**config.mk**
```make
export PLATFORM = sky130hd
export DESIGN_NAME = muldiv_unit
export DESIGN_NICKNAME = d
export VERILOG_FILES = /design/src/rtl/muldiv_unit_pkg.sv /design/src/rtl/muldiv_unit.sv
export SDC_FILE = /design/constraint.sdc
export NUM_CORES = 1
export LEC_CHECK = 0
export CAP_MARGIN = 20
export CORE_MARGIN = 2
export CORE_UTILIZATION = 25
export CTS_CLUSTER_DIAMETER = 200
export DETAILED_ROUTE_END_ITERATION = 8
export SYNTH_ARGS = -nofsm -noshare
export SYNTH_HDL_FRONTEND = slang
export SYNTH_SLANG_ARGS = --single-unit
```
**constraint.sdc**
```tcl
create_clock -name clk -period 8 [get_ports clk]
set_input_delay 1.6 -clock clk [delete_from_list [all_inputs] [get_ports clk]]
set_output_delay 1.6 -clock clk [all_outputs]
set_load 0.05 [all_outputs]
```
**src/rtl/muldiv_unit_pkg.sv**
```systemverilog
// Shared types and helpers for the iterative RV32M multiply/divide unit.
package muldiv_unit_pkg;

    // Operation encoding follows the RV32M funct3 field directly.
    typedef enum logic [2:0] {
        MD_MUL    = 3'b000,
        MD_MULH   = 3'b001,
        MD_MULHSU = 3'b010,
        MD_MULHU  = 3'b011,
        MD_DIV    = 3'b100,
        MD_DIVU   = 3'b101,
        MD_REM    = 3'b110,
        MD_REMU   = 3'b111
    } md_op_t;

    typedef enum logic [1:0] {
        MD_IDLE,
        MD_CALC,
        MD_DONE
    } md_state_t;

    // funct7 value that selects the M extension under OPCODE_OP.
    localparam logic [6:0] FUNCT7_MULDIV = 7'b0000001;

    // Divide/remainder ops all have funct3[2] set.
    function automatic logic op_is_div(input md_op_t op);
        return op[2];
    endfunction

    // rs1 is treated as signed for MULH, MULHSU, DIV and REM.
    function automatic logic rs1_is_signed(input md_op_t op);
        return (op == MD_MULH) || (op == MD_MULHSU) || (op == MD_DIV) || (op == MD_REM);
    endfunction

    // rs2 is treated as signed for MULH, DIV and REM.
    function automatic logic rs2_is_signed(input md_op_t op);
        return (op == MD_MULH) || (op == MD_DIV) || (op == MD_REM);
    endfunction

endpackage

```
**src/rtl/muldiv_unit.sv**
```systemverilog
// Iterative multiply/divide unit. Operands are reduced to magnitudes on
// accept, one bit is processed per cycle through a single shared
// adder/subtractor, and the sign is restored on the last iteration.
module muldiv_unit
    import muldiv_unit_pkg::*;
#(
    parameter int XLEN  = 32,
    parameter int TAG_W = 5
) (
    input  logic             clk,
    input  logic             rst_n,
    input  logic             flush_i,
    input  logic             in_valid,
    output logic             in_ready,
    input  logic [2:0]       op_i,
    input  logic [XLEN-1:0]  rs1_i,
    input  logic [XLEN-1:0]  rs2_i,
    input  logic [TAG_W-1:0] tag_i,
    output logic             out_valid,
    input  logic             out_ready,
    output logic [XLEN-1:0]  result_o,
    output logic [TAG_W-1:0] tag_o,
    output logic             busy_o
);

    localparam int CNT_W = $clog2(XLEN);
    localparam logic [XLEN-1:0] MIN_NEG = {1'b1, {(XLEN-1){1'b0}}};

    md_state_t        state_reg;
    md_op_t           op_reg;
    logic [TAG_W-1:0] tag_reg;
    logic             neg_q_reg;   // negate product / quotient at the end
    logic             neg_r_reg;   // negate remainder at the end
    logic [CNT_W-1:0] count_reg;
    logic [XLEN-1:0]  hi_reg;      // product high half / partial remainder
    logic [XLEN-1:0]  lo_reg;      // multiplier bits / dividend bits -> quotient
    logic [XLEN-1:0]  mcand_reg;   // multiplicand or divisor magnitude
    logic [XLEN-1:0]  result_reg;

    // ---------------- accept-side decode ----------------
    md_op_t          op_in;
    logic            a_neg;
    logic            b_neg;
    logic [XLEN-1:0] a_mag;
    logic [XLEN-1:0] b_mag;
    logic            div_zero;
    logic            div_ovf;
    logic            special_hit;
    logic [XLEN-1:0] special_result;

    assign op_in = md_op_t'(op_i);
    assign a_neg = rs1_is_signed(op_in) & rs1_i[XLEN-1];
    assign b_neg = rs2_is_signed(op_in) & rs2_i[XLEN-1];
    assign a_mag = a_neg ? -rs1_i : rs1_i;
    assign b_mag = b_neg ? -rs2_i : rs2_i;

    // Divide by zero and signed overflow bypass the iteration entirely.
    assign div_zero    = op_is_div(op_in) && (rs2_i == '0);
    assign div_ovf     = ((op_in == MD_DIV) || (op_in == MD_REM)) &&
                         (rs1_i == MIN_NEG) && (rs2_i == '1);
    assign special_hit = div_zero || div_ovf;

    // funct3[1] separates REM* from DIV* within the divide group.
    assign special_result = div_zero ? (op_in[1] ? rs1_i : '1)
                                     : (op_in[1] ? '0 : rs1_i);

    // ---------------- shared adder / subtractor ----------------
    logic            is_div;
    logic [XLEN-1:0] addend;
    logic [XLEN:0]   add_x;
    logic [XLEN:0]   add_y;
    logic [XLEN+1:0] add_sum;
    logic            q_bit;
    logic [XLEN-1:0] hi_step;
    logic [XLEN-1:0] lo_step;

    assign is_div = op_is_div(op_reg);

    // Multiply adds the multiplicand only when the current multiplier bit is set.
    generate
        for (genvar gi = 0; gi < XLEN; gi++) begin : g_addend
            assign addend[gi] = mcand_reg[gi] & (is_div | lo_reg[0]);
        end
    endgenerate

    // Divide shifts the next dividend bit into the partial remainder before the trial subtract.
    assign add_x   = is_div ? {hi_reg, lo_reg[XLEN-1]} : {1'b0, hi_reg};
    assign add_y   = {1'b0, addend};
    assign add_sum = {1'b0, add_x} + {1'b0, (is_div ? ~add_y : add_y)} + {{(XLEN+1){1'b0}}, is_div};

    // Carry out of the subtract means no borrow: the divisor fits.
    assign q_bit   = add_sum[XLEN+1];
    assign hi_step = is_div ? (q_bit ? add_sum[XLEN-1:0] : add_x[XLEN-1:0]) : add_sum[XLEN:1];
    assign lo_step = is_div ? {lo_reg[XLEN-2:0], q_bit} : {add_sum[0], lo_reg[XLEN-1:1]};

    // ---------------- sign fixup and result select ----------------
    logic [2*XLEN-1:0] prod_full;
    logic [2*XLEN-1:0] prod_fix;
    logic [XLEN-1:0]   quot_fix;
    logic [XLEN-1:0]   rem_fix;
    logic [XLEN-1:0]   final_result;

    assign prod_full = {hi_step, lo_step};
    assign prod_fix  = neg_q_reg ? -prod_full : prod_full;
    assign quot_fix  = neg_q_reg ? -lo_step : lo_step;
    assign rem_fix   = neg_r_reg ? -hi_step : hi_step;

    // Pick the architectural result from the values produced by the final iteration.
    always_comb begin
        final_result = '0;
        case (op_reg)
            MD_MUL:                      final_result = prod_fix[XLEN-1:0];
            MD_MULH, MD_MULHSU, MD_MULHU: final_result = prod_fix[2*XLEN-1:XLEN];
            MD_DIV, MD_DIVU:             final_result = quot_fix;
            MD_REM, MD_REMU:             final_result = rem_fix;
            default:                     final_result = '0;
        endcase
    end

    // Control FSM and datapath registers; flush and reset both abandon any op in flight.
    always_ff @(posedge clk or negedge rst_n) begin
        if (!rst_n) begin
            state_reg  <= MD_IDLE;
            op_reg     <= MD_MUL;
            tag_reg    <= '0;
            neg_q_reg  <= 1'b0;
            neg_r_reg  <= 1'b0;
            count_reg  <= '0;
            hi_reg     <= '0;
            lo_reg     <= '0;
            mcand_reg  <= '0;
            result_reg <= '0;
        end else if (flush_i) begin
            state_reg <= MD_IDLE;
        end else begin
            case (state_reg)
                MD_IDLE: begin
                    if (in_valid) begin
                        op_reg    <= op_in;
                        tag_reg   <= tag_i;
                        neg_q_reg <= a_neg ^ b_neg;
                        neg_r_reg <= a_neg;
                        hi_reg    <= '0;
                        lo_reg    <= op_is_div(op_in) ? a_mag : b_mag;
                        mcand_reg <= op_is_div(op_in) ? b_mag : a_mag;
                        count_reg <= CNT_W'(XLEN-1);
                        if (special_hit) begin
                            result_reg <= special_result;
                            state_reg  <= MD_DONE;
                        end else begin
                            state_reg  <= MD_CALC;
                        end
                    end
                end
                MD_CALC: begin
                    hi_reg <= hi_step;
                    lo_reg <= lo_step;
                    if (count_reg == '0) begin
                        result_reg <= final_result;
                        state_reg  <= MD_DONE;
                    end else begin
                        count_reg <= count_reg - CNT_W'(1);
                    end
                end
                MD_DONE: begin
                    if (out_ready) begin
                        state_reg <= MD_IDLE;
                    end
                end
                default: state_reg <= MD_IDLE;
            endcase
        end
    end

    assign in_ready  = (state_reg == MD_IDLE);
    assign out_valid = (state_reg == MD_DONE);
    assign busy_o    = (state_reg != MD_IDLE);
    assign result_o  = result_reg;
    assign tag_o     = tag_reg;

endmodule

```
=== Yosys cells after proc, flatten, opt, wreduce, memory -nomap -nowiden ===
Cells that the tools add are included.

* Add/sub/neg operators: 8
* Equal/unequal tests: 22
* Multiplexer cells: 33
* Bitwise logic cells: 38
* Reduce and logical (&&, ||, !) cells: 24

{| class="wikitable"
|+ Operators with widths
! cell !! number
|-
| 32-bit 2-to-1 mux || 17
|-
| 32-bit one-hot mux with 2 select lines || 3
|-
| 32-bit negation || 4
|-
| 32-bit one-hot mux with 4 select lines || 1
|-
| 33-bit 2-to-1 mux || 2
|-
| 32-bit equality test, second input constant || 2
|-
| 64-bit 2-to-1 mux || 1
|-
| 64-bit negation || 1
|-
| 33-bit by 33-bit adder with 34-bit output || 1
|-
| 34-bit by 1-bit adder with 34-bit output || 1
|-
| 1-bit AND || 34
|-
| 32-bit NOT with 33-bit output || 1
|-
| 32-bit zero test || 1
|-
| 3-bit equality test, second input constant || 6
|-
| 2-bit 2-to-1 mux || 5
|-
| 5-bit 2-to-1 mux || 2
|-
| 5-bit one-hot mux with 2 select lines || 1
|-
| 3-bit by 2-bit equality test with 1-bit output, second input constant || 3
|-
| 3-bit AND reduction || 3
|-
| 1-bit logical OR || 7
|-
| 3-bit by 1-bit equality test with 1-bit output, second input constant || 2
|-
| 2-bit != test, second input constant || 3
|-
| 3-bit != test, second input constant || 2
|-
| 2-bit one-hot mux with 3 select lines || 1
|-
| 17 further kinds || 21
|}

* Register bits: 145
* Input bits: 77
* Output and inout port bits: 40
* Logic and storage cells: 135

=== Longest topological paths before layout ===
Gate-level depths: netlist of run 1.

* Word-level depth: 13
* Depth in mapped cells: 37
* Gate-level depth less buffers: 23

=== Worst setup path after synthesis of run 1 ===
No wires, ideal clock.

* Kind: reg2reg
* Start point: register op_reg[2]
* End point: register result_reg[18] (netlist: result_o[18])
* Arrival time: 7.895 ns
* Data required time: 7.917 ns
* Path slack: 0.022 ns
* Cell stages (with the launch flop): 37
* Clock period less this slack: 7.978 ns
* Cells stage by stage: dfrtp_1 buf_6 buf_6 buf_4 buf_2 buf_2 buf_2 buf_2 buf_1 buf_2 buf_2 buf_1 mux2_2 ha_1 buf_2 a21oi_1 o21ai_0 a32oi_1 o211a_4 nand2_4 buf_6 buf_4 buf_2 a21oi_1 ha_1 nand2_1 or4_4 nand2b_1 nand2b_1 or3_1 or2_2 nand2_1 nand4_1 o21ai_0 xor2_1 o21ai_0 o21ai_0

* Longest elaborated chain between the ends: 13
* Elaborated cells between the ends (all ways): 61
* Those cells by class: add/sub (5); eq/ne (7); mux (11); bitwise (34); reduce/logical (4)

{| class="wikitable"
|+ Ends and longest elaborated chain
! item !! RTL line !! source
|-
| start, declared || muldiv_unit.sv:30 || <nowiki>md_op_t op_reg;</nowiki>
|-
| start signal, assigned || muldiv_unit.sv:139 || <nowiki>op_reg <= op_in;</nowiki>
|-
| 1-bit bitwise OR || muldiv_unit.sv:82 || <nowiki>assign addend[gi] = mcand_reg[gi] & (is_div | lo_reg[0]);</nowiki>
|-
| 1-bit AND || muldiv_unit.sv:82 ||
|-
| 32-bit NOT with 33-bit output || muldiv_unit.sv:89 || <nowiki>assign add_sum = {1'b0, add_x} + {1'b0, (is_div ? ~add_y : add_y)} + {{(XLEN+1){1'b0}}, is_div};</nowiki>
|-
| 33-bit 2-to-1 mux || muldiv_unit.sv:89 ||
|-
| 33-bit by 33-bit adder with 34-bit output || muldiv_unit.sv:89 ||
|-
| 34-bit by 1-bit adder with 34-bit output || muldiv_unit.sv:89 ||
|-
| 32-bit 2-to-1 mux (2 in series) || muldiv_unit.sv:93 || <nowiki>assign hi_step = is_div ? (q_bit ? add_sum[XLEN-1:0] : add_x[XLEN-1:0]) : add_sum[XLEN:1];</nowiki>
|-
| 64-bit negation / 32-bit negation (equally long branches) || muldiv_unit.sv:104, muldiv_unit.sv:106 ||
|-
| 64-bit 2-to-1 mux / 32-bit 2-to-1 mux (equally long branches) || muldiv_unit.sv:104, muldiv_unit.sv:106 ||
|-
| 32-bit one-hot mux with 4 select lines * || muldiv_unit.sv:111 || <nowiki>case (op_reg)</nowiki>
|-
| 32-bit 2-to-1 mux * || muldiv_unit.sv:158 || <nowiki>if (count_reg == '0) begin</nowiki>
|-
| 32-bit one-hot mux with 2 select lines * || muldiv_unit.sv:136 || <nowiki>case (state_reg)</nowiki>
|-
| end signal, assigned || muldiv_unit.sv:148 || <nowiki>result_reg <= special_result;</nowiki>
|-
| end signal, assigned || muldiv_unit.sv:159 || <nowiki>result_reg <= final_result;</nowiki>
|-
| end, declared || muldiv_unit.sv:38 || <nowiki>logic [XLEN-1:0] result_reg;</nowiki>
|}

Every way passes the cells marked *; elsewhere a longest branch is shown, timed or not. The select of a mux whose other input is x is not followed.
A chain may end at the register's enable or synchronous reset.

=== Worst setup path in the final report of run 1 ===
Same ends and word-level chain as after synthesis.

==> key figures, run 1 <==
Worst setup path
  – Worst path max stage delay: about 0.76 ns
  – Critical path endpoint category: flop
  – Most frequent cell on the critical path: o21ai_0
  – Critical Setup Path Class: flop to flop
  – Worst endpoint required time: roughly 8.4 ns
  – Crit path capture: result_o[18]
  – Worst-path maximum fanout: between 50 and 60
  – R2R Path Start: op_reg[2]
  – Reg-to-reg slack, setup: 1.19 ns
  – Worst Setup SP: op_reg[2]
  – Critical path launch point type: flop
  – Crit path DAT: 7.19 ns
  – Reg2Reg Capture Point: result_o[18]
  – Worst R2R Path Depth: 22
  – Worst-path cell chain: inv_2 -> o21ai_0 -> ha_1 -> a21oi_2 -> o21ai_1 -> a21oi_1 -> a21o_4 -> nand2_4 -> a21oi_1 -> ha_1 -> nand2_1 -> or4_4 -> nand2b_1 -> nand2b_1 -> or3_1 -> or2_2 -> nand2_1 -> nand4_1 -> o21ai_0 -> xor2_1 -> o21ai_0 -> o21ai_0
  – Worst path slowest cell: inv_2

Power and ir drop
  – Int Power: 2.49 mW
  – Reg power frac: 21.6%
  – Combinational group share of total power: between 60% and 70%
  – Net Switching: 2.84 mW
  – Lkg Pwr: 6.70 nW
  – IR Drop Worst-Case VDD: 0.184 mV
  – Pwr dens: 301 nW/um2
  – Sw frac: a little over half
  – Clock share of power: about 16%

Detailed routing
  – Vias per std cell: 5.58
  – WL per Instance: 21.0 um
  – DRT Pass-1 Iters: 6
  – Detailed Route WL: 61.4 mm
  – Post-detailed-route count of antenna-violating nets: 0
  – Via count: 16280
  – # DRC: 0
  – DRC marker count from the first detailed-route iteration: 1859

GRT
  – First-pass GRT wire length: 92.8 mm
  – Largest net degree at the start of global routing: 104
  – Vias in the first global route: 14746
  – Grt total ovfl: 0
  – GR Util All Layers: 19.1%
  – Initial antenna violation count: 0

Finish
  – Register area: 3630 um2
  – Final nets: 2239
  – Finished Core Util: 29.3%
  – Footprint of the multi-input gates: 11000 um2
  – Layout filler cell count: ~6500
  – # diodes: 0
  – Final Cell Area: 17700 um2
  – Fraction of layout cells with a size suffix above 1: 7.16%
  – Synth-to-Final Area Change: 15.3%

CTS
  – Num CTS Buffers: 17
  – H-tree levels: 4
  – Clock-pin slew on the worst setup and hold paths: 0.08 ns
  – Bufs on Longest Clock Path: 2
  – Post-CTS Setup Bufs: 0
  – Clock network latency to the later pin of the worst-skew pair: approximately 0.48 ns
  – Hold-fix buffers, CTS: 0
  – Clock root buffer: clkbuf_16
  – Clk sinks: approximately 150
  – Post-cts resize count: 0
  – CTS tree: built

Placement
  – Global placement routability congestion: 0.935
  – Place WS: 1.34 ns
  – Post-DP HPWL: 47.2 mm
  – Port bufs: 116
  – Placement-stage cell area: 17100 um2

Floorplanning
  – # IOs: 117
  – Vert. Die Dim: 252 um
  – Starting Density: 25.4%
  – Die area: 63400 um2
  – Chip width: 252 um
  – Rows: 90
  – Core Area: ~60000 um2

Logic synthesis
  – Avg Cell Area, Syn: around 7.3 um2
  – Synth Flop Type: dfrtp_1
  – Area leader, netlist: dfrtp_1
  – Synth top area cells: dfrtp_1 24%, o21ai_0 8.4%, nand2_1 7.8%
  – Mapped Cells: 2103
  – Area share of the largest cell type after synthesis: 23.6%
  – Post-synth EDFFs: 0
  – FFs w/ async S/R, synth: 100%
  – Post-Syn Nets: 2219
  – Unique cell type count in the Yosys netlist: about 110
  – Post-Syn Area: 15300 um2
  – Synth warn: 0
  – Yosys reg bits: 145
  – Post-synthesis sequential area ratio: a little under a quarter

Run
  – Max-Cap Viols: 0

STA
  – Final Max Tran Viols: 0
  – Fin crit share: a little under nine tenths
  – Max-slew headroom: 21.8%
  – Hold_ws: around 0.48 ns
  – RSZ-0062 raised after global routing: no
  – Post-layout min period: 6.81 ns
  – Final setup TNS: 0 ns
  – Hold Fails Final Rpt: 0
  – Achievable Freq: about 150 MHz
  – Least-Margin Pin Slew: 1.17 ns
  – Worst Skew: 0.0179 ns
  – Setup WS post-layout: roughly 1.2 ns
  – Final setup viols: 0

Status
  – Status: completed

Min path
  – Class of the worst hold path: flop to flop
[cells by family (layout without fill, tap and decap cells)]
kind of cell               count (synthesis)  count (layout)  share of synthesized area [%]
AOI/OAI and AO/OA                        718             718                           30.2
xor gates and xnor gates                 150             150                           8.56
adders and majority gates                 48              48                           3.82
buffers and inverters                    193             226                           5.13
DFF                                      145             145                           23.6
muxes                                     71              71                           4.86
and+or+nand+nor                          778             778                           23.8
[metal layers]
metal / GRT usage [%] / vias to the layer above / share of wire (%) / routed length [um]
met4: 7.14 / 0 / 3.8 / 2310
li1: - / 7709 / - / -
met1: 26.9 / 7762 / 44 / 27300
met2: 29.3 / 706 / 44 / 27100
met5: 0 / - / 0 / 0
met3: 3.12 / 103 / 7.8 / 4760
[through the flow]
stage	total power, mW	cells
floorplan	3.40	2103
global placement	4.42	2885
detailed placement	4.42	2885
CTS	5.27	2917
global route	5.67	2918
finish	5.33	2918
[power by group through the flow]
stage	Clock (mW)	Sequential [mW]	Combinational (mW)
after floorplan	0	1.11	2.28
after global placement	0	1.16	3.26
after detailed placement	0	1.16	3.27
after CTS	0.844	1.14	3.28
after global routing	0.875	1.18	3.62
final	0.835	1.15	3.34
[cell usage in the layout (no fill, tap or decap), types with 8 or more instances in the layout]
master | Yosys | final
ha_1 | 38 | 38
a31oi_1 | 17 | 17
clkdlybuf4s50_1 | 0 | 114
nor2_1 | 193 | 192
inv_1 | 56 | 55
nand4_1 | 21 | 21
or4_1 | 15 | 15
o22ai_1 | 9 | 9
or3_1 | 13 | 13
a211oi_1 | 21 | 21
and3_1 | 10 | 10
a21oi_1 | 185 | 184
o221ai_1 | 15 | 15
xor2_1 | 70 | 70
o21ai_0 | 258 | 258
o41ai_1 | 9 | 9
nand2_1 | 317 | 317
mux2i_1 | 43 | 43
nor3_1 | 63 | 63
o21a_1 | 10 | 10
and4_1 | 10 | 10
a22o_1 | 12 | 12
dfrtp_1 | 145 | 144
xnor2_1 | 80 | 80
clkbuf_16 | 0 | 17
o2111ai_1 | 8 | 8
nor4_1 | 13 | 13
o211ai_1 | 15 | 15
nand2b_1 | 13 | 12
o21ai_1 | 15 | 14
a21o_1 | 16 | 16
mux2_2 | 28 | 28
nand3_1 | 34 | 34
and2_1 | 17 | 17
buf_4 | 3 | 22
maj3_1 | 9 | 9
inv_6 | 0 | 8
o31ai_1 | 23 | 23
[final cells by class]
class	count	area share, %
Multi-Input combinational cell	1765	62.0
Clock inverter	15	0.898
Timing Repair Buffer	138	7.48
Tap cell	782	5.53
Inverter	56	1.19
Sequential cell	145	20.5
Clock buffer	17	2.41
[synth_stat cells (all sizes together) (11+ instances only)]
cell type	n
ha	38
dfrtp	145
a21oi	188
o41ai	12
a22o	12
nand4	22
inv	56
a221oi	14
nor3	64
a211oi	23
mux2i	43
o221ai	17
nor2	196
or3	14
and4	11
nor2b	11
o21ai	273
buf	43
mux2	28
a31oi	19
clkbuf	94
o211ai	16
and2	17
a21o	17
nand2	319
xnor2	80
o31ai	26
nand3	34
nor4	14
xor2	70
or4	16
nand2b	14
[worst min path at each step]
| stage | start | to | slack (ns) | cells after the start |
|---|---|---|---|---|
| after global routing | tag_o[0] | tag_o[0] | 0.53 | 1 |
| final | result_o[3] | result_o[3] | 0.48 | 2 |
| after CTS | result_o[3] | result_o[3] | 0.49 | 2 |
| after floorplan | hi_reg[24] | hi_reg[24] | 0.47 | 2 |
| after detailed placement | result_o[3] | result_o[3] | 0.47 | 2 |
| after global placement | result_o[3] | result_o[3] | 0.47 | 2 |
[critical path: cells and delay by family, from the launching register on]
family | cells | cell delay (ns)
simple gates | 9 | 2.15
buf+inv | 1 | 0.76
fa+ha+maj | 2 | 0.70
xor+xnor | 1 | 0.17
flops | 1 | 0.71
compound gates | 9 | 2.18
No activity file was read; power rests on OpenSTA's default activity.
==> run 2: changes to the inputs <==
--- a/config.mk
+++ b/config.mk
@@ -7,7 +7,7 @@
 export LEC_CHECK = 0
 export CAP_MARGIN = 20
 export CORE_MARGIN = 2
-export CORE_UTILIZATION = 25
+export CORE_UTILIZATION = 35
 export CTS_CLUSTER_DIAMETER = 200
 export DETAILED_ROUTE_END_ITERATION = 8
 export SYNTH_ARGS = -nofsm -noshare
==> run 2 against run 1 <==
Net effect:
- global-route usage increased by 8.6 points
- combinational power increased by 2%
- critical path depth increased by 1
- total power increased by 1.4%
- final area decreased by 1.1%
- setup slack improved by 0.16 ns
- routed wire length increased by 3.1%
- flip-flop and latch count unchanged
- sequential share of layout area increased by 0.22 points
- critical path type unchanged
==> key figures, run 2 (synthesis results as in run 1) <==
GRT
  – Grt total ovfl: 0 (unchanged)
  – Vias in the first global route: 15285 (+3.7%)
  – Largest net degree at the start of global routing: 104 (unchanged)
  – GR Util All Layers: 27.7% (+8.6 points)
  – First-pass GRT wire length: 94.6 mm (+1.9%)
  – Initial antenna violation count: 1 (+1)

CTS
  – Clock root buffer: clkbuf_16
  – Clock network latency to the later pin of the worst-skew pair: 0.46 ns (-0.02 ns)
  – H-tree levels: 4 (unchanged)
  – Clk sinks: 145 (unchanged)
  – CTS tree: built
  – Post-CTS Setup Bufs: 0 (unchanged)
  – Clock-pin slew on the worst setup and hold paths: 0.07 ns (about the same)
  – Bufs on Longest Clock Path: 2 (unchanged)
  – Hold-fix buffers, CTS: 0 (unchanged)
  – Post-cts resize count: 0 (unchanged)
  – Num CTS Buffers: 17 (unchanged)

Finish
  – Finished Core Util: 40.5% (+11 points)
  – Synth-to-Final Area Change: 14.0%
  – Layout filler cell count: 4564 (-30%)
  – Most common cell after layout, fill and taps aside: nand2_1
  – Final nets: 2243 (+0.18%)
  – Most frequent cells in the layout: 317 x nand2_1, 258 x o21ai_0, 192 x nor2_1
  – Non-Filler Instances: 2726 (-6.6%)
  – Fraction of layout cells with a size suffix above 1: 7.34% (+0.17 points)
  – Final Cell Area: 17500 um2 (-1.1%)

Floorplanning
  – Vert. Die Dim: 213 um (-15%)
  – Rows: 76 (-16%)
  – Core Area: 43200 um2 (-29%)
  – Starting Density: 35.5% (+10 points)
  – Die area: 45500 um2 (-28%)
  – # IOs: 117 (unchanged)
  – Chip width: 213 um (-15%)

Detailed routing
  – DRC marker count from the first detailed-route iteration: 1908 (+2.6%)
  – Post-detailed-route count of antenna-violating nets: 0 (unchanged)
  – # DRC: 0 (unchanged)
  – Detailed Route WL: 63.3 mm (+3.1%)
  – WL per Instance: 23.2 um (+10%)
  – Via count: 16309 (+0.18%)
  – Vias per std cell: 5.98 (+7.2%)
  – DRT Pass-1 Iters: 5 (-1)

Worst setup path
  – Critical Setup Path Class: flop to flop
  – Worst path bufs/invs: 2 (+1)
  – Crit-path leading delay family: simple AND/OR/NAND/NOR gates
  – Reg2Reg Capture Point: result_o[18]
  – Worst-path maximum fanout: 32 (-42%)
  – Worst path max stage delay: 0.63 ns (-0.13 ns)
  – Worst-path cell chain: inv_2 -> buf_4 -> o21ai_0 -> ha_1 -> a21oi_2 -> o31ai_4 -> a211oi_4 -> o211a_4 -> nand2_4 -> a21oi_1 -> ha_1 -> nand2_1 -> or4_4 -> nand2b_1 -> nand2b_1 -> or3_1 -> or2_2 -> nand2_1 -> nand4_1 -> o21ai_0 -> xor2_1 -> o21ai_0 -> o21ai_0
  – Worst path slowest cell: dfrtp_4
  – Crit path DAT: 6.97 ns (-0.22 ns)
  – Worst R2R Path Depth: 23 (+4.5%)
  – R2R Path Start: op_reg[2]
  – Worst endpoint required time: 8.31 ns (-0.07 ns)
  – Most frequent cell on the critical path: o21ai_0
  – Critical path launch point type: flop
  – Critical path endpoint category: flop
  – Reg-to-reg slack, setup: 1.35 ns (+0.16 ns)

Min path
  – Class of the worst hold path: flop to flop
  – Hold Crit Endpoint: result_o[3]
  – Hold path startpoint: result_o[3]
  – Hold depth: 2 (unchanged)

Placement
  – Global placement routability congestion: 0.962 (+2.9%)
  – Placement-stage cell area: 16900 um2 (-1.3%)
  – Post-DP HPWL: 49.5 mm (+4.8%)
  – Cell count after placement: 2692 (-6.7%)
  – Port bufs: 116 (unchanged)

Status
  – Status: completed

STA
  – Final Max Tran Viols: 0 (unchanged)
  – Fin crit share: 83.2% (-1.9 points)
  – Final setup TNS: 0 ns (unchanged)
  – Least-Margin Pin Slew: 1.15 ns (-0.0167 ns)
  – Max-slew headroom: 22.9% (+1.1 points)
  – Post-layout min period: 6.65 ns (-0.156 ns)
  – Final setup viols: 0 (unchanged)
  – RSZ-0062 raised after global routing: no
  – Hold Fails Final Rpt: 0 (unchanged)
  – Worst Skew: 0.0118 ns (-0.00612 ns)
  – Achievable Freq: 150 MHz (+2.3%)

Power and ir drop
  – Pwr dens: 309 nW/um2 (+2.5%)
  – IR Drop Worst-Case VDD: 0.210 mV (+14%)
  – Lkg Pwr: 6.72 nW (+0.42%)

Run
  – Max-Cap Viols: 0 (unchanged)
## run 2: changes by cell type in the layout (fill, tap and decap cells not counted), sizes merged
cell / delta
bufinv: +1
clkinvlp: +1
diode: +1
buf: +4
clkinv: -1
inv: -1
## run 2: tightest hold or removal path: stages, from the launching register on
cell     delay [ns]
dfrtp_1        0.34
nand2_1        0.05
o21ai_0        0.06
## run 2: cell type report
type	count	area (um2)	area share [%]
clock buffer	17	425	2.43
tap	585	732	4.18
multi-input combinational	1765	11000	62.6
inverter	56	210	1.20
sequential	145	3630	20.8
antenna	1	2.50	0.0143
clock inverter	15	184	1.05
timing repair buffer	142	1350	7.73
## run 2: power breakdown
part	leakage, nW	switching (mW)	total (mW)	internal (mW)
logic	4.59	2.25	3.40	1.15
registers	1.84	0.246	1.15	0.905
clock network	0.295	0.381	0.856	0.475
total	6.72	2.88	5.41	2.53
## run 2: stage by stage
step | power [mW] | hold WS [ns] | worst slack, ns
2_1_floorplan | 3.40 | 0.466 | 0.0222
3_3_place_gp | 4.47 | 0.471 | 1.61
3_5_place_dp | 4.48 | 0.474 | 1.53
5_1_grt | 5.73 | 0.517 | 0.989
6_report | 5.41 | 0.484 | 1.35
4_1_cts | 5.35 | 0.489 | 1.50
## run 2: metal layers
metal	track usage, %	part of all wire [%]	up-vias
met1	38.8	44	7868
li1	-	-	7688
met3	4.09	7.1	86
met2	43.5	45	665
met5	0	0.017	-
met4	9.77	3.4	2
## run 2: worst max path at each step
stage                   start            to  slack [ns]  cells after the start
floorplan           op_reg[2]  result_o[18]        0.02                     36
global placement    op_reg[2]  result_o[18]        1.61                     23
detailed placement  op_reg[2]  result_o[18]        1.53                     23
CTS                 op_reg[2]  result_o[18]        1.50                     23
global route        op_reg[2]  result_o[28]        0.99                     23
finish              op_reg[2]  result_o[18]        1.35                     23
==> run 3: changes to the inputs <==
==> constraint.sdc (replaced) <==
create_clock -name clk -period 6.9 [get_ports clk]
set_input_delay 1.38 -clock clk [delete_from_list [all_inputs] [get_ports clk]]
set_output_delay 1.38 -clock clk [all_outputs]
set_load 0.05 [all_outputs]
==> run 3 against run 2 <==
Net effect:
- global-route usage about the same
- sequential share of layout area down 0.14 points
- via count up 0.85%
- first-iteration DRC count down 4.2%
==> key figures, run 3 (synthesis results as in run 1) <==
Status
  – Status: completed

GRT
  – Grt total ovfl: 0 (unchanged)
  – Vias in the first global route: 15161 (-0.81%)
  – GR Util All Layers: 27.7% (about the same)
  – First-pass GRT wire length: 94.6 mm (about the same)
  – Initial antenna violation count: 1 (unchanged)
  – Largest net degree at the start of global routing: 104 (unchanged)

Finish
  – Most common cell after layout, fill and taps aside: nand2_1
  – Most frequent cells in the layout: 317 x nand2_1, 257 x o21ai_0, 192 x nor2_1
  – Layout filler cell count: 4561 (-0.066%)
  – Synth-to-Final Area Change: 14.8%
  – Finished Core Util: 40.8% (+0.28 points)
  – # diodes: 0 (-1)
  – Final Cell Area: 17600 um2 (+0.69%)
  – Register area: 3630 um2 (unchanged)
  – Footprint of the multi-input gates: 11000 um2 (+0.34%)
  – Final nets: 2255 (+0.53%)
  – Fraction of layout cells with a size suffix above 1: 8.22% (+0.89 points)

STA
  – Least-Margin Pin Slew: 1.06 ns (-0.0940 ns)
  – Worst Skew: 0.0168 ns (+0.00506 ns)
  – Hold_ws: 0.481 ns (-0.00268 ns)
  – Setup WS post-layout: 0.665 ns (-0.681 ns)
  – Final setup TNS: 0 ns (unchanged)
  – Max-slew headroom: 29.3% (+6.4 points)
  – Post-layout min period: 6.23 ns (-0.419 ns)
  – Achievable Freq: 160 MHz (+6.7%)
  – Final Max Tran Viols: 0 (unchanged)
  – Hold Fails Final Rpt: 0 (unchanged)
  – Final setup viols: 0 (unchanged)
  – RSZ-0062 raised after global routing: no
  – Fin crit share: 90.4% (+7.2 points)

Min path
  – Hold Crit Endpoint: result_o[13]
  – Class of the worst hold path: flop to flop
  – Hold depth: 2 (unchanged)
  – Hold path startpoint: result_o[13]

Floorplanning
  – Chip width: 213 um (unchanged)
  – # IOs: 117 (unchanged)
  – Core Area: 43200 um2 (unchanged)
  – Starting Density: 35.5% (unchanged)
  – Rows: 76 (unchanged)
  – Vert. Die Dim: 213 um (unchanged)
  – Die area: 45500 um2 (unchanged)

Worst setup path
  – Worst R2R Path Depth: 21 (-8.7%)
  – R2R Path Start: op_reg[2]
  – Critical path launch point type: flop
  – Reg2Reg Capture Point: result_o[4]
  – Crit path DAT: 6.55 ns (-0.42 ns)
  – Reg-to-reg slack, setup: 0.67 ns (-0.68 ns)
  – Critical path endpoint category: flop
  – Worst endpoint required time: 7.22 ns (-1.09 ns)
  – Worst-path maximum fanout: 33 (+3.1%)
  – Critical Setup Path Class: flop to flop

CTS
  – Clk sinks: 145 (unchanged)
  – Num CTS Buffers: 17 (unchanged)
  – H-tree levels: 4 (unchanged)
  – Hold-fix buffers, CTS: 0 (unchanged)
  – Clock network latency to the later pin of the worst-skew pair: 0.46 ns (about the same)
  – CTS tree: built
  – Clock root buffer: clkbuf_16
  – Bufs on Longest Clock Path: 2 (unchanged)
  – Clock-pin slew on the worst setup and hold paths: 0.07 ns (about the same)
  – Post-CTS Setup Bufs: 0 (unchanged)
  – Post-cts resize count: 0 (unchanged)

Placement
  – Placement-stage cell area: 17000 um2 (+0.76%)
  – Post-DP HPWL: 49.7 mm (+0.37%)
  – Global placement routability congestion: 0.956 (-0.62%)
  – Port bufs: 116 (unchanged)
  – Place WS: 0.817 ns (-0.715 ns)

Detailed routing
  – Post-detailed-route count of antenna-violating nets: 0 (unchanged)
  – # DRC: 0 (unchanged)
  – WL per Instance: 23.3 um (+0.42%)
  – DRT Pass-1 Iters: 6 (+1)
  – Via count: 16447 (+0.85%)
  – Detailed Route WL: 63.8 mm (+0.82%)
  – DRC marker count from the first detailed-route iteration: 1828 (-4.2%)
  – Vias per std cell: 6.01 (+0.44%)

Power and ir drop
  – Net Switching: 3.39 mW (+18%)
  – Reg power frac: 21.1% (-0.2 points)
  – IR Drop Worst-Case VDD: 0.148 mV (-30%)
  – Int Power: 2.90 mW (+15%)
  – Lkg Pwr: 6.81 nW (+1.2%)
  – Combinational group share of total power: 63.7% (+0.8 points)
  – Clock share of power: 15.2% (-0.6 points)
  – Pwr dens: 357 nW/um2 (+16%)
  – Sw frac: 53.9% (+0.65 points)

Run
  – Max-Cap Viols: 0 (unchanged)
-- run 3: per-layer routing --
layer  wire length (um)  vias to the layer above  global-route usage (%)
li1                   -                     7702                       -
met1              27700                     7908                    38.6
met2              28900                      750                    43.8
met3               5500                       85                    5.04
met4               1710                        2                    8.09
met5                 16                        -                       0
-- run 3: metrics by stage --
step                power (mW)  instances
floorplan                 3.96       2103
global placement          5.20       2704
detailed placement        5.23       2704
CTS                       6.20       2736
global route              6.64       2737
finish                    6.29       2737
-- run 3: critical path: stages (launching register included) --
cell and delay, ns:
dfrtp_4 0.63, inv_2 0.46, o21ai_0 0.22, buf_4 0.18, ha_1 0.40, inv_1 0.16
o21ai_0 0.16, a32oi_2 0.38, o211a_4 0.30, nand2_4 0.07, a21oi_2 0.16, ha_2 0.22
nand2_1 0.08, or4_4 0.53, nand2b_1 0.19, nand2b_4 0.18, or3_4 0.37, or2_2 0.37
a21oi_1 0.29, xnor2_1 0.12, a211oi_1 0.49, o31ai_1 0.11
-- run 3: power by group through the flow --
stage / Clock [mW] / Sequential [mW] / Combinational [mW]
after CTS: 0.967 / 1.31 / 3.92
after global routing: 1.01 / 1.35 / 4.28
after global placement: 0 / 1.33 / 3.87
after detailed placement: 0 / 1.33 / 3.90
final: 0.959 / 1.32 / 4.01
after floorplan: 0 / 1.29 / 2.67
-- run 3: how the worst max path moves through the flow --
stage | startpoint | end | slack, ns | cells after the start
after floorplan | op_reg[2] | result_o[28] | 0.02 | 36
after detailed placement | op_reg[2] | result_o[4] | 0.82 | 21
final | op_reg[2] | result_o[4] | 0.67 | 21
after global routing | op_reg[2] | result_o[18] | 0.28 | 23
after CTS | op_reg[2] | result_o[4] | 0.78 | 21
after global placement | op_reg[2] | result_o[4] | 0.88 | 21
-- run 3: layout make-up --
cell class / instances / area share [%]
Sequential cell: 145 / 20.6
Timing Repair Buffer: 154 / 8.19
Tap cell: 585 / 4.15
Inverter: 56 / 1.19
Multi-Input combinational cell: 1765 / 62.4
Clock buffer: 17 / 2.41
Clock inverter: 15 / 1.02
